[src/rtl/ball_collision_responder.sv]
// Collects one frame's collision pulses, resolves them by priority and updates ball speed/score/life.
// Latency: results and speedValid appear on the 2nd clk after the startOfFrame that closes the frame.
// No backpressure: a startOfFrame that arrives while busy is held pending, so no frame is lost.
module ball_collision_responder #(
  parameter int SPEED_W       = 11,
  parameter int MAX_SPEED     = 240,
  parameter int GRAVITY       = 8,
  parameter int SPRING_SPEED  = 200,
  parameter int FLIPPER_BOOST = 40,
  parameter int BUMPER_BOOST  = 24,
  parameter int GOOD_POINTS   = 10,
  parameter int BAD_POINTS    = 5,
  parameter int TRAP_FRAMES   = 60,
  parameter int BALL_SIZE     = 16
) (
  input  logic               clk,
  input  logic               reset,
  input  logic               startOfFrame,
  input  logic               collisionBallFrame,
  input  logic               collisionBallFlipper,
  input  logic               collisionBallObstacleGood,
  input  logic               collisionBallObstacleBad,
  input  logic               collisionBallSpring,
  input  logic               collisionBallBumper,
  input  logic               collisionBallTrap,
  input  logic               collisionBallBottom,
  input  logic [10:0]        pixelX,
  input  logic [10:0]        pixelY,
  input  logic [10:0]        ballX,
  input  logic [10:0]        ballY,
  output logic [SPEED_W-1:0] speedX,
  output logic [SPEED_W-1:0] speedY,
  output logic               speedValid,
  output logic [7:0]         scoreDelta,
  output logic               scoreValid,
  output logic               lifeLost,
  output logic               trapped
);

  // Arithmetic is done one bit wider than the speed so sums cannot wrap before clamping.
  localparam int W  = SPEED_W + 1;
  localparam int TW = $clog2(TRAP_FRAMES + 1);

  localparam logic signed [W-1:0] MAX_W  = W'(MAX_SPEED);
  localparam logic signed [W-1:0] NMAX_W = -MAX_W;
  localparam logic signed [W-1:0] GRAV_W = W'(GRAVITY);
  localparam logic signed [W-1:0] SPR_W  = W'(SPRING_SPEED);
  localparam logic signed [W-1:0] FB_W   = W'(FLIPPER_BOOST);
  localparam logic signed [W-1:0] BB_W   = W'(BUMPER_BOOST);
  localparam logic [7:0]          GOOD_D = 8'(GOOD_POINTS);
  localparam logic [7:0]          BAD_D  = 8'(-BAD_POINTS);
  localparam logic [TW-1:0]       TRAP_LOAD = TW'(TRAP_FRAMES);
  localparam logic [TW-1:0]       T_ONE  = TW'(1);
  localparam logic signed [12:0]  HALF   = 13'(BALL_SIZE / 2);

  localparam logic [1:0] S_COLLECT = 2'd0;
  localparam logic [1:0] S_RESOLVE = 2'd1;
  localparam logic [1:0] S_APPLY   = 2'd2;

  // Resolved collision class, carried from RESOLVE into APPLY.
  localparam logic [3:0] C_NONE    = 4'd0;
  localparam logic [3:0] C_FRAME   = 4'd1;
  localparam logic [3:0] C_BAD     = 4'd2;
  localparam logic [3:0] C_GOOD    = 4'd3;
  localparam logic [3:0] C_BUMPER  = 4'd4;
  localparam logic [3:0] C_FLIPPER = 4'd5;
  localparam logic [3:0] C_SPRING  = 4'd6;
  localparam logic [3:0] C_BOTTOM  = 4'd7;
  localparam logic [3:0] C_TRAP    = 4'd8;
  localparam logic [3:0] C_HOLD    = 4'd9;

  // Bit positions inside the flag vectors.
  localparam int F_FRAME  = 0;
  localparam int F_FLIP   = 1;
  localparam int F_GOOD   = 2;
  localparam int F_BAD    = 3;
  localparam int F_SPRING = 4;
  localparam int F_BUMPER = 5;
  localparam int F_TRAP   = 6;
  localparam int F_BOTTOM = 7;

  logic [1:0]  state;
  logic        pending;
  logic [7:0]  pulses, live, snap;
  logic        live_h, live_neg, snap_h, snap_neg, ap_h, ap_neg;
  logic [3:0]  cls, next_cls;
  logic [TW-1:0] trap_cnt;
  logic        trap_last;

  logic signed [12:0] dx, dy, adx, ady;
  logic        side_h, side_neg;

  logic signed [W-1:0] sx_w, sy_w, ax, ay;
  logic [SPEED_W-1:0]  new_x, new_y;

  function automatic logic [SPEED_W-1:0] clamp(input logic signed [W-1:0] v);
    if (v > MAX_W)       clamp = MAX_W[SPEED_W-1:0];
    else if (v < NMAX_W) clamp = NMAX_W[SPEED_W-1:0];
    else                 clamp = v[SPEED_W-1:0];
  endfunction

  assign pulses = {collisionBallBottom, collisionBallTrap, collisionBallBumper, collisionBallSpring,
                   collisionBallObstacleBad, collisionBallObstacleGood, collisionBallFlipper,
                   collisionBallFrame};

  // Hit side from the pixel offset to the ball centre; ties go to the horizontal axis.
  assign dx       = $signed({2'b00, pixelX}) - $signed({2'b00, ballX}) - HALF;
  assign dy       = $signed({2'b00, pixelY}) - $signed({2'b00, ballY}) - HALF;
  assign adx      = dx[12] ? -dx : dx;
  assign ady      = dy[12] ? -dy : dy;
  assign side_h   = (adx >= ady);
  assign side_neg = side_h ? dx[12] : dy[12];

  // Sticky per-frame flags and first-hit side; a boundary moves them to the snapshot and restarts.
  always_ff @(posedge clk or posedge reset) begin
    if (reset) begin
      live     <= '0;
      live_h   <= 1'b0;
      live_neg <= 1'b0;
      snap     <= '0;
      snap_h   <= 1'b0;
      snap_neg <= 1'b0;
    end else if (startOfFrame) begin
      snap     <= live;
      snap_h   <= live_h;
      snap_neg <= live_neg;
      live     <= pulses;
      if (|pulses) begin
        live_h   <= side_h;
        live_neg <= side_neg;
      end
    end else begin
      live <= live | pulses;
      if ((|pulses) && (live == '0)) begin
        live_h   <= side_h;
        live_neg <= side_neg;
      end
    end
  end

  // Priority encode of the snapshot; a held ball ignores every collision.
  always_comb begin
    next_cls = C_NONE;
    if (trapped)               next_cls = C_HOLD;
    else if (snap[F_TRAP])     next_cls = C_TRAP;
    else if (snap[F_BOTTOM])   next_cls = C_BOTTOM;
    else if (snap[F_SPRING])   next_cls = C_SPRING;
    else if (snap[F_FLIP])     next_cls = C_FLIPPER;
    else if (snap[F_BUMPER])   next_cls = C_BUMPER;
    else if (snap[F_GOOD])     next_cls = C_GOOD;
    else if (snap[F_BAD])      next_cls = C_BAD;
    else if (snap[F_FRAME])    next_cls = C_FRAME;
  end

  // Sequencer: COLLECT -> RESOLVE -> APPLY, re-entering RESOLVE if a boundary arrived meanwhile.
  always_ff @(posedge clk or posedge reset) begin
    if (reset) begin
      state   <= S_COLLECT;
      pending <= 1'b0;
      cls     <= C_NONE;
      ap_h    <= 1'b0;
      ap_neg  <= 1'b0;
    end else begin
      case (state)
        S_COLLECT: if (startOfFrame) state <= S_RESOLVE;
        S_RESOLVE: begin
          cls    <= next_cls;
          ap_h   <= snap_h;
          ap_neg <= snap_neg;
          state  <= S_APPLY;
          if (startOfFrame) pending <= 1'b1;
        end
        S_APPLY: begin
          if (startOfFrame || pending) begin
            state   <= S_RESOLVE;
            pending <= 1'b0;
          end else begin
            state <= S_COLLECT;
          end
        end
        default: state <= S_COLLECT;
      endcase
    end
  end

  assign sx_w      = $signed({speedX[SPEED_W-1], speedX});
  assign sy_w      = $signed({speedY[SPEED_W-1], speedY});
  assign ax        = sx_w[W-1] ? -sx_w : sx_w;
  assign ay        = sy_w[W-1] ? -sy_w : sy_w;
  assign trap_last = (trap_cnt <= T_ONE);

  // New speed for the resolved class; reflections force the sign away from the hit side.
  always_comb begin
    new_x = speedX;
    new_y = speedY;
    case (cls)
      C_TRAP, C_BOTTOM: begin
        new_x = '0;
        new_y = '0;
      end
      C_SPRING:  new_y = clamp(-SPR_W);
      C_FLIPPER: new_y = clamp(-(ay + FB_W));
      C_BUMPER: begin
        new_x = clamp(sx_w[W-1] ? (ax + BB_W) : -(ax + BB_W));
        new_y = clamp(sy_w[W-1] ? (ay + BB_W) : -(ay + BB_W));
      end
      C_GOOD, C_BAD, C_FRAME: begin
        if (ap_h) new_x = clamp(ap_neg ? ax : -ax);
        else      new_y = clamp(ap_neg ? ay : -ay);
      end
      C_HOLD: begin
        new_x = '0;
        new_y = trap_last ? clamp(-SPR_W) : '0;
      end
      default:   new_y = clamp(sy_w + GRAV_W);
    endcase
  end

  // Output registers and trap hold counter, written once per frame in APPLY.
  always_ff @(posedge clk or posedge reset) begin
    if (reset) begin
      speedX     <= '0;
      speedY     <= '0;
      speedValid <= 1'b0;
      scoreDelta <= '0;
      scoreValid <= 1'b0;
      lifeLost   <= 1'b0;
      trapped    <= 1'b0;
      trap_cnt   <= '0;
    end else begin
      speedValid <= 1'b0;
      scoreValid <= 1'b0;
      lifeLost   <= 1'b0;
      if (state == S_APPLY) begin
        speedX     <= new_x;
        speedY     <= new_y;
        speedValid <= 1'b1;
        case (cls)
          C_TRAP: begin
            trapped  <= 1'b1;
            trap_cnt <= TRAP_LOAD;
          end
          C_BOTTOM: lifeLost <= 1'b1;
          C_GOOD: begin
            scoreValid <= 1'b1;
            scoreDelta <= GOOD_D;
          end
          C_BAD: begin
            scoreValid <= 1'b1;
            scoreDelta <= BAD_D;
          end
          C_HOLD: begin
            if (trap_last) begin
              trapped  <= 1'b0;
              trap_cnt <= '0;
            end else begin
              trap_cnt <= trap_cnt - T_ONE;
            end
          end
          default: ;
        endcase
      end
    end
  end

endmodule

[config.mk]
export PLATFORM = sky130hd
export DESIGN_NAME = ball_collision_responder
export DESIGN_NICKNAME = d
export VERILOG_FILES = /design/src/rtl/ball_collision_responder.sv
export SDC_FILE = /design/constraint.sdc
export NUM_CORES = 1
export LEC_CHECK = 0
export ABC_AREA = 1
export CAP_MARGIN = 15
export CORE_MARGIN = 4
export CORE_UTILIZATION = 25
export CTS_CLUSTER_DIAMETER = 150
export DETAILED_ROUTE_END_ITERATION = 16
export HOLD_SLACK_MARGIN = 0.1
export MAX_ROUTING_LAYER = met4
export PLACE_DENSITY = 0.53
export SYNTH_ARGS = -nofsm -noshare
export SYNTH_HDL_FRONTEND = slang
export SYNTH_SLANG_ARGS = --single-unit
[constraint.sdc]
create_clock -name clk -period 7.1 [get_ports clk]
set_input_delay 1.42 -clock clk [delete_from_list [all_inputs] [get_ports clk]]
set_output_delay 1.42 -clock clk [all_outputs]
set_load 0.02 [all_outputs]
# Yosys cells after proc, flatten, opt, wreduce, memory -nomap -nowiden
# Index checks and enable logic that the tools add are counted.
# word_totals
regBits	69
n_memories	0
in_bits	55
ram_bits	0
mem_bits_ro	0
out_inout_bits	34
wordCells	149
latchBits	0
# classes
eq_ne	18
reduce_logical	21
muxes	58
n_addsub	18
n_div	0
magnitude_cmp	14
shifts	0
bitwise_logic	1
n_mul	0
# op_table
op	count
$mux W11	15
$gt A12 B9 Y1 const B	6
$lt A12 B9 Y1 const B	6
$mux W12	6
$pmux W11 S6	1
$neg A12 Y12	5
$pmux W11 S3	1
$mux W13	2
$neg A13 Y13	2
$sub A12 B5 Y13 const B	2
$add A12 B6 Y12 const B	2
$neg A11 Y12	2
$sub A11 B11 Y12	2
$mux W1	17
$eq A4 B3 Y1 const B	4
$pmux W8 S2	1
$ge A13 B13 Y1	1
$add A11 B5 Y12 const B	1
$add A12 B7 Y12 const B	1
$mux W3	4
$ne A2 B2 Y1 const B	6
$pmux W6 S2	1
$reduce_and A3 Y1	3
$eq A4 B2 Y1 const B	2
24 further kinds	37

# Logic depth before layout (Yosys ltp)
# logic_depth
ltp_word	9
ltp_mapped	32

# Worst setup path before layout
# No wires, ideal clock.
# synth_timing
path_kind	input -> register
start	in ballY[2]
end	reg live_neg
path_buffers	1
setup_slack_ns	2.155
stages	30
arrival_ns	4.876
required_time_ns	7.032
cell_sequence	inv_1 -> ha_1 -> a21oi_1 -> nand2_1 -> nand2_1 -> nand2_1 -> a21oi_1 -> o21ai_2 -> xor2_2 -> nand2_2 -> nor3_2 -> nand3b_2 -> nand2_2 -> buf_6 -> nand2_1 -> xnor2_1 -> inv_1 -> ha_1 -> a21o_1 -> o21ai_0 -> nand2_1 -> a21oi_1 -> nor2_1 -> o21bai_1 -> a21oi_1 -> o31ai_1 -> nand2_1 -> nor2_1 -> nand2_1 -> nand3_1
# synth_between
elab_chain_len	8
word_cells_on_any_way	9
cone_classes	3 x add/sub; 1 x order compare; 5 x mux
# synth_lines
item	line	source
from (decl)	30	input logic [10:0] ballY,
$sub A11 B11 Y12 *	108	assign dy = $signed({2'b00, pixelY}) - $signed({2'b00, ballY}) - HALF;
$sub A12 B5 Y13 *	108	
$neg A13 Y13	110	assign ady = dy[12] ? -dy : dy;
$mux W13	110	
$ge A13 B13 Y1	111	assign side_h = (adx >= ady);
$mux W1 *	112	assign side_neg = side_h ? dx[12] : dy[12];
$mux W1 (on tied branches)	134, 128	
$mux W1 *	123	end else if (startOfFrame) begin
to (signal assigned)	130	live_neg <= side_neg;
to (signal assigned)	136	live_neg <= side_neg;
to (decl)	85	logic live_h, live_neg, snap_h, snap_neg, ap_h, ap_neg;
# Mark *: on every way between the ends. The rest lies on a longest branch, timed or not. The select of a mux whose other input is x is not followed.
# A chain may end at the register's enable or synchronous reset.

# Final worst setup path
# Same ends and word-level chain as after synthesis.

==> impl_metrics.json <==
{
  "cts_buffer_depth": 2,
  "grt_pass1_wl_um": 37500,
  "cts_sinks": 63,
  "cts.reportedPaths.clkPinSlew_ns": 0.06,
  "finalSetupTns_ns": 0,
  "skew_ns": 0.0119,
  "synth_top_area_frac": 0.188,
  "design_area_sq_um": 9890,
  "synthMuxAreaShare": 0,
  "grt_pass1_vias": 7823,
  "preCtsSetupSlack_ns": 1.29,
  "syn_area_sq_um": 8370,
  "cts_setup_buffers": 0,
  "cts_tree": "built",
  "path_common_cell": "nand2_1",
  "layout_setup_ws_ns": 1.59,
  "seq_area_frac_synth": 0.188,
  "dpl-instance-area_sq_um": 9620,
  "peakVddDrop_uv": 174,
  "synthTopCellsByArea": "dfrtp_1 19%, nand2_1 16%, ha_1 8.7%",
  "drc_errors": 0,
  "timing.reg2reg.setup_slack_ns": 3.75,
  "fin_crit_ns": 5.51,
  "grt_max_degree": 64,
  "rsz0062_at_grt": "no",
  "postCtsResizedCells": 0,
  "vias": 8252,
  "r2r_cells": 17,
  "synth_xor_area_frac": 0.0702,
  "h-tree-depth": 3,
  "track_usage": 0.126,
  "first_iter_violations": 413,
  "syn_to_final_growth_pct": 18.1,
  "ys.flop_type": "dfrtp_1",
  "hp-start": "state[0]$_DFFE_PP0P_",
  "synth_top_family_by_area": "simple AND/OR/NAND/NOR gates",
  "die-width_um": 191,
  "grt_overflow": 0,
  "yosys_warnings": 0,
  "root_buffer": "clkbuf_16",
  "rr_startpoint": "speedY[10]$_DFFE_PP0P_",
  "relSlewSlack": 0.369,
  "synthCells": 1324,
  "ys_types": 59,
  "synth_top_area_cell": "dfrtp_1",
  "core-area_sq_um": 32800,
  "rows": 66,
  "holdCritPathClass": "reg2reg",
  "ys_async_sr_fraction": 1.00,
  "worstSetupPathType": "in2reg",
  "critPathCaptureType": "flip-flop",
  "synth_compound_area_frac": 0.114,
  "setup_violations": 0,
  "reg2reg_to": "speedY[4]$_DFFE_PP0P_",
  "postRouteAntennaNets": 0,
  "setup.worst_path.start_class": "primary input",
  "arrival_ns": 5.78,
  "fp.dieArea_sq_um": 36500,
  "holdPathStages": 1,
  "synth.ff_latch_count": 63,
  "synthAdderAreaFrac": 0.0914,
  "gp_congestion": 0.858,
  "drt-vias-per-instance": 4.47,
  "start_util": 0.255,
  "power.density_nw_per_um2": 474,
  "slowest_stage": "clkdlybuf4s50_1",
  "yosys.area_share.simple": 0.417,
  "cp.required_ns": 7.37,
  "slew_violations": 0,
  "boundaryPins": 89,
  "maxCapViolCount": 0,
  "synth_edf_count": 0,
  "fmax_mhz": 182,
  "finalWirelength_um": 22200,
  "fin_nets": 1513,
  "dpl.hpwl_um": 18100,
  "hold_path_end": "state[0]$_DFFE_PP0P_",
  "layout-drive-gt1-share": 0.110,
  "status": "finished clean",
  "worst_pin_slew_ns": 0.945,
  "crit_fanout": 13,
  "clkLatencyLatePin_ns": 0.34,
  "portBuffers": 87,
  "syn_area_per_cell_sq_um": 6.32,
  "hold_viol_final": 0,
  "die_y_um": 191,
  "routedWlPerCell_um": 12.0,
  "cts_buffers": 9,
  "ctsHoldBuffers": 0,
  "antenna_found_initial": 1,
  "leakagePower_uw": 0.00502,
  "max_stage_delay_ns": 0.45,
  "period_share": 0.776,
  "first_pass_iters": 5
}
metrics by stage:
stage | total power (uW) | instances | utilization | hold WS [ns]
after floorplan | 3490 | 1325 | - | 0.399
after global placement | 4240 | 1829 | 0.293 | 0.416
after detailed placement | 4270 | 1829 | 0.293 | 0.421
after CTS | 4710 | 1845 | 0.302 | 0.432
after global routing | 5230 | 1846 | 0.302 | 0.463
final | 4690 | 1846 | 0.302 | 0.432
area by class of cell:
class | instances | area [sq um]
Clock buffer | 10 | 229
Antenna cell | 1 | 2.50
Multi-Input combinational cell | 1026 | 5810
Clock inverter | 6 | 43.8
Tap cell | 442 | 553
Sequential cell | 63 | 1580
Inverter | 210 | 798
Timing Repair Buffer | 88 | 878
Fill cell | 3615 | 22900
worst max-delay path by stage:
stage                      endpoint      from  slack, ns
5_1_grt        live_neg$_DFFE_PP0P_  ballY[2]       1.12
3_5_place_dp     live_h$_DFFE_PP0P_  ballY[2]       1.29
4_1_cts        live_neg$_DFFE_PP0P_  ballY[2]       1.63
3_3_place_gp   live_neg$_DFFE_PP0P_  ballY[2]       1.37
2_1_floorplan  live_neg$_DFFE_PP0P_  ballY[2]       2.16
6_report       live_neg$_DFFE_PP0P_  ballY[2]       1.59
cells in the mapped netlist, types with 3 or more instances:
library cell / count
o21ai_1: 8
nand4_1: 22
nor2_4: 5
a21oi_1: 51
xor2_1: 47
dfrtp_1: 63
nand2_2: 39
clkbuf_1: 5
nand3_1: 124
a21oi_2: 7
o22ai_1: 3
o21ai_2: 4
nor3_2: 3
buf_4: 6
xor2_2: 6
inv_1: 184
xnor2_1: 9
ha_1: 58
clkinv_1: 3
inv_2: 19
nand3_2: 11
nor3_1: 13
nand3b_1: 8
or2_2: 3
a21o_1: 8
o31ai_1: 3
o2111ai_1: 5
buf_6: 9
nand2_4: 13
o21ai_0: 50
buf_2: 5
nand2_1: 355
nor2_1: 115
nor4_1: 9
inv_4: 4
o21bai_1: 3
nor2_2: 16
power breakdown:
group          internal, uW  leakage, uW  switching [uW]
Clock                   238     0.000133             176
Sequential              474     0.000751             185
Combinational          1220      0.00414            2400
Total                  1930      0.00502            2760
cell families (layout without fill, tap and decap cells):
family          count (synthesis)  count (layout)
compound gates                157             157
xor+xnor                       62              62
other cells                     2               4
buf+inv                       236             314
simple gates                  744             744
fa+ha+maj                      60              60
flops                          63              63
critical path: cells and delay by family:
| kind | cells | cell delay (ns) |
|---|---|---|
| XOR/XNOR | 2 | 0.37 |
| AO/OA/AOI/OAI | 9 | 1.31 |
| buffers and inverters | 3 | 0.55 |
| AND/OR/NAND/NOR | 14 | 1.51 |
| adder cells (fa/ha/maj) | 2 | 0.63 |
state kept, by name (all words and copies together) (netlist names):
register    cells
snap            8
ap_h            1
scoreValid      1
trapped         1
snap_neg        1
trap_cnt        6
lifeLost        1
live_neg        1
ap_neg          1
pending         1
state           2
live            8
speedX         11
snap_h          1
live_h          1
speedValid      1
scoreDelta      2
cls             4
speedY         11
per-layer routing:
metal / share of wire / vias to the layer above / GRT usage / wire (um)
met3: 0.033 / 15 / 0.0122 / 741
met1: 0.47 / 3716 / 0.160 / 10500
met2: 0.48 / 152 / 0.216 / 10700
met4: 0.013 / 0 / 0.0298 / 293
li1: - / 4369 / - / -
met5: 0 / - / - / 0
cell usage in the layout, fill, tap and decap left out, types with 11 or more instances in the layout:
| cell type | count |
|---|---|
| nand2_1 | 355 |
| o21ai_0 | 50 |
| nor2_2 | 16 |
| nand2_2 | 39 |
| nand3_1 | 124 |
| dfrtp_1 | 63 |
| clkdlybuf4s50_1 | 87 |
| inv_1 | 183 |
| nor3_1 | 13 |
| nand3_2 | 11 |
| xor2_1 | 47 |
| inv_2 | 20 |
| a21oi_1 | 51 |
| ha_1 | 58 |
| nand4_1 | 22 |
| nand2_4 | 13 |
| nor2_1 | 115 |
Power figures use the tool's default switching activity.
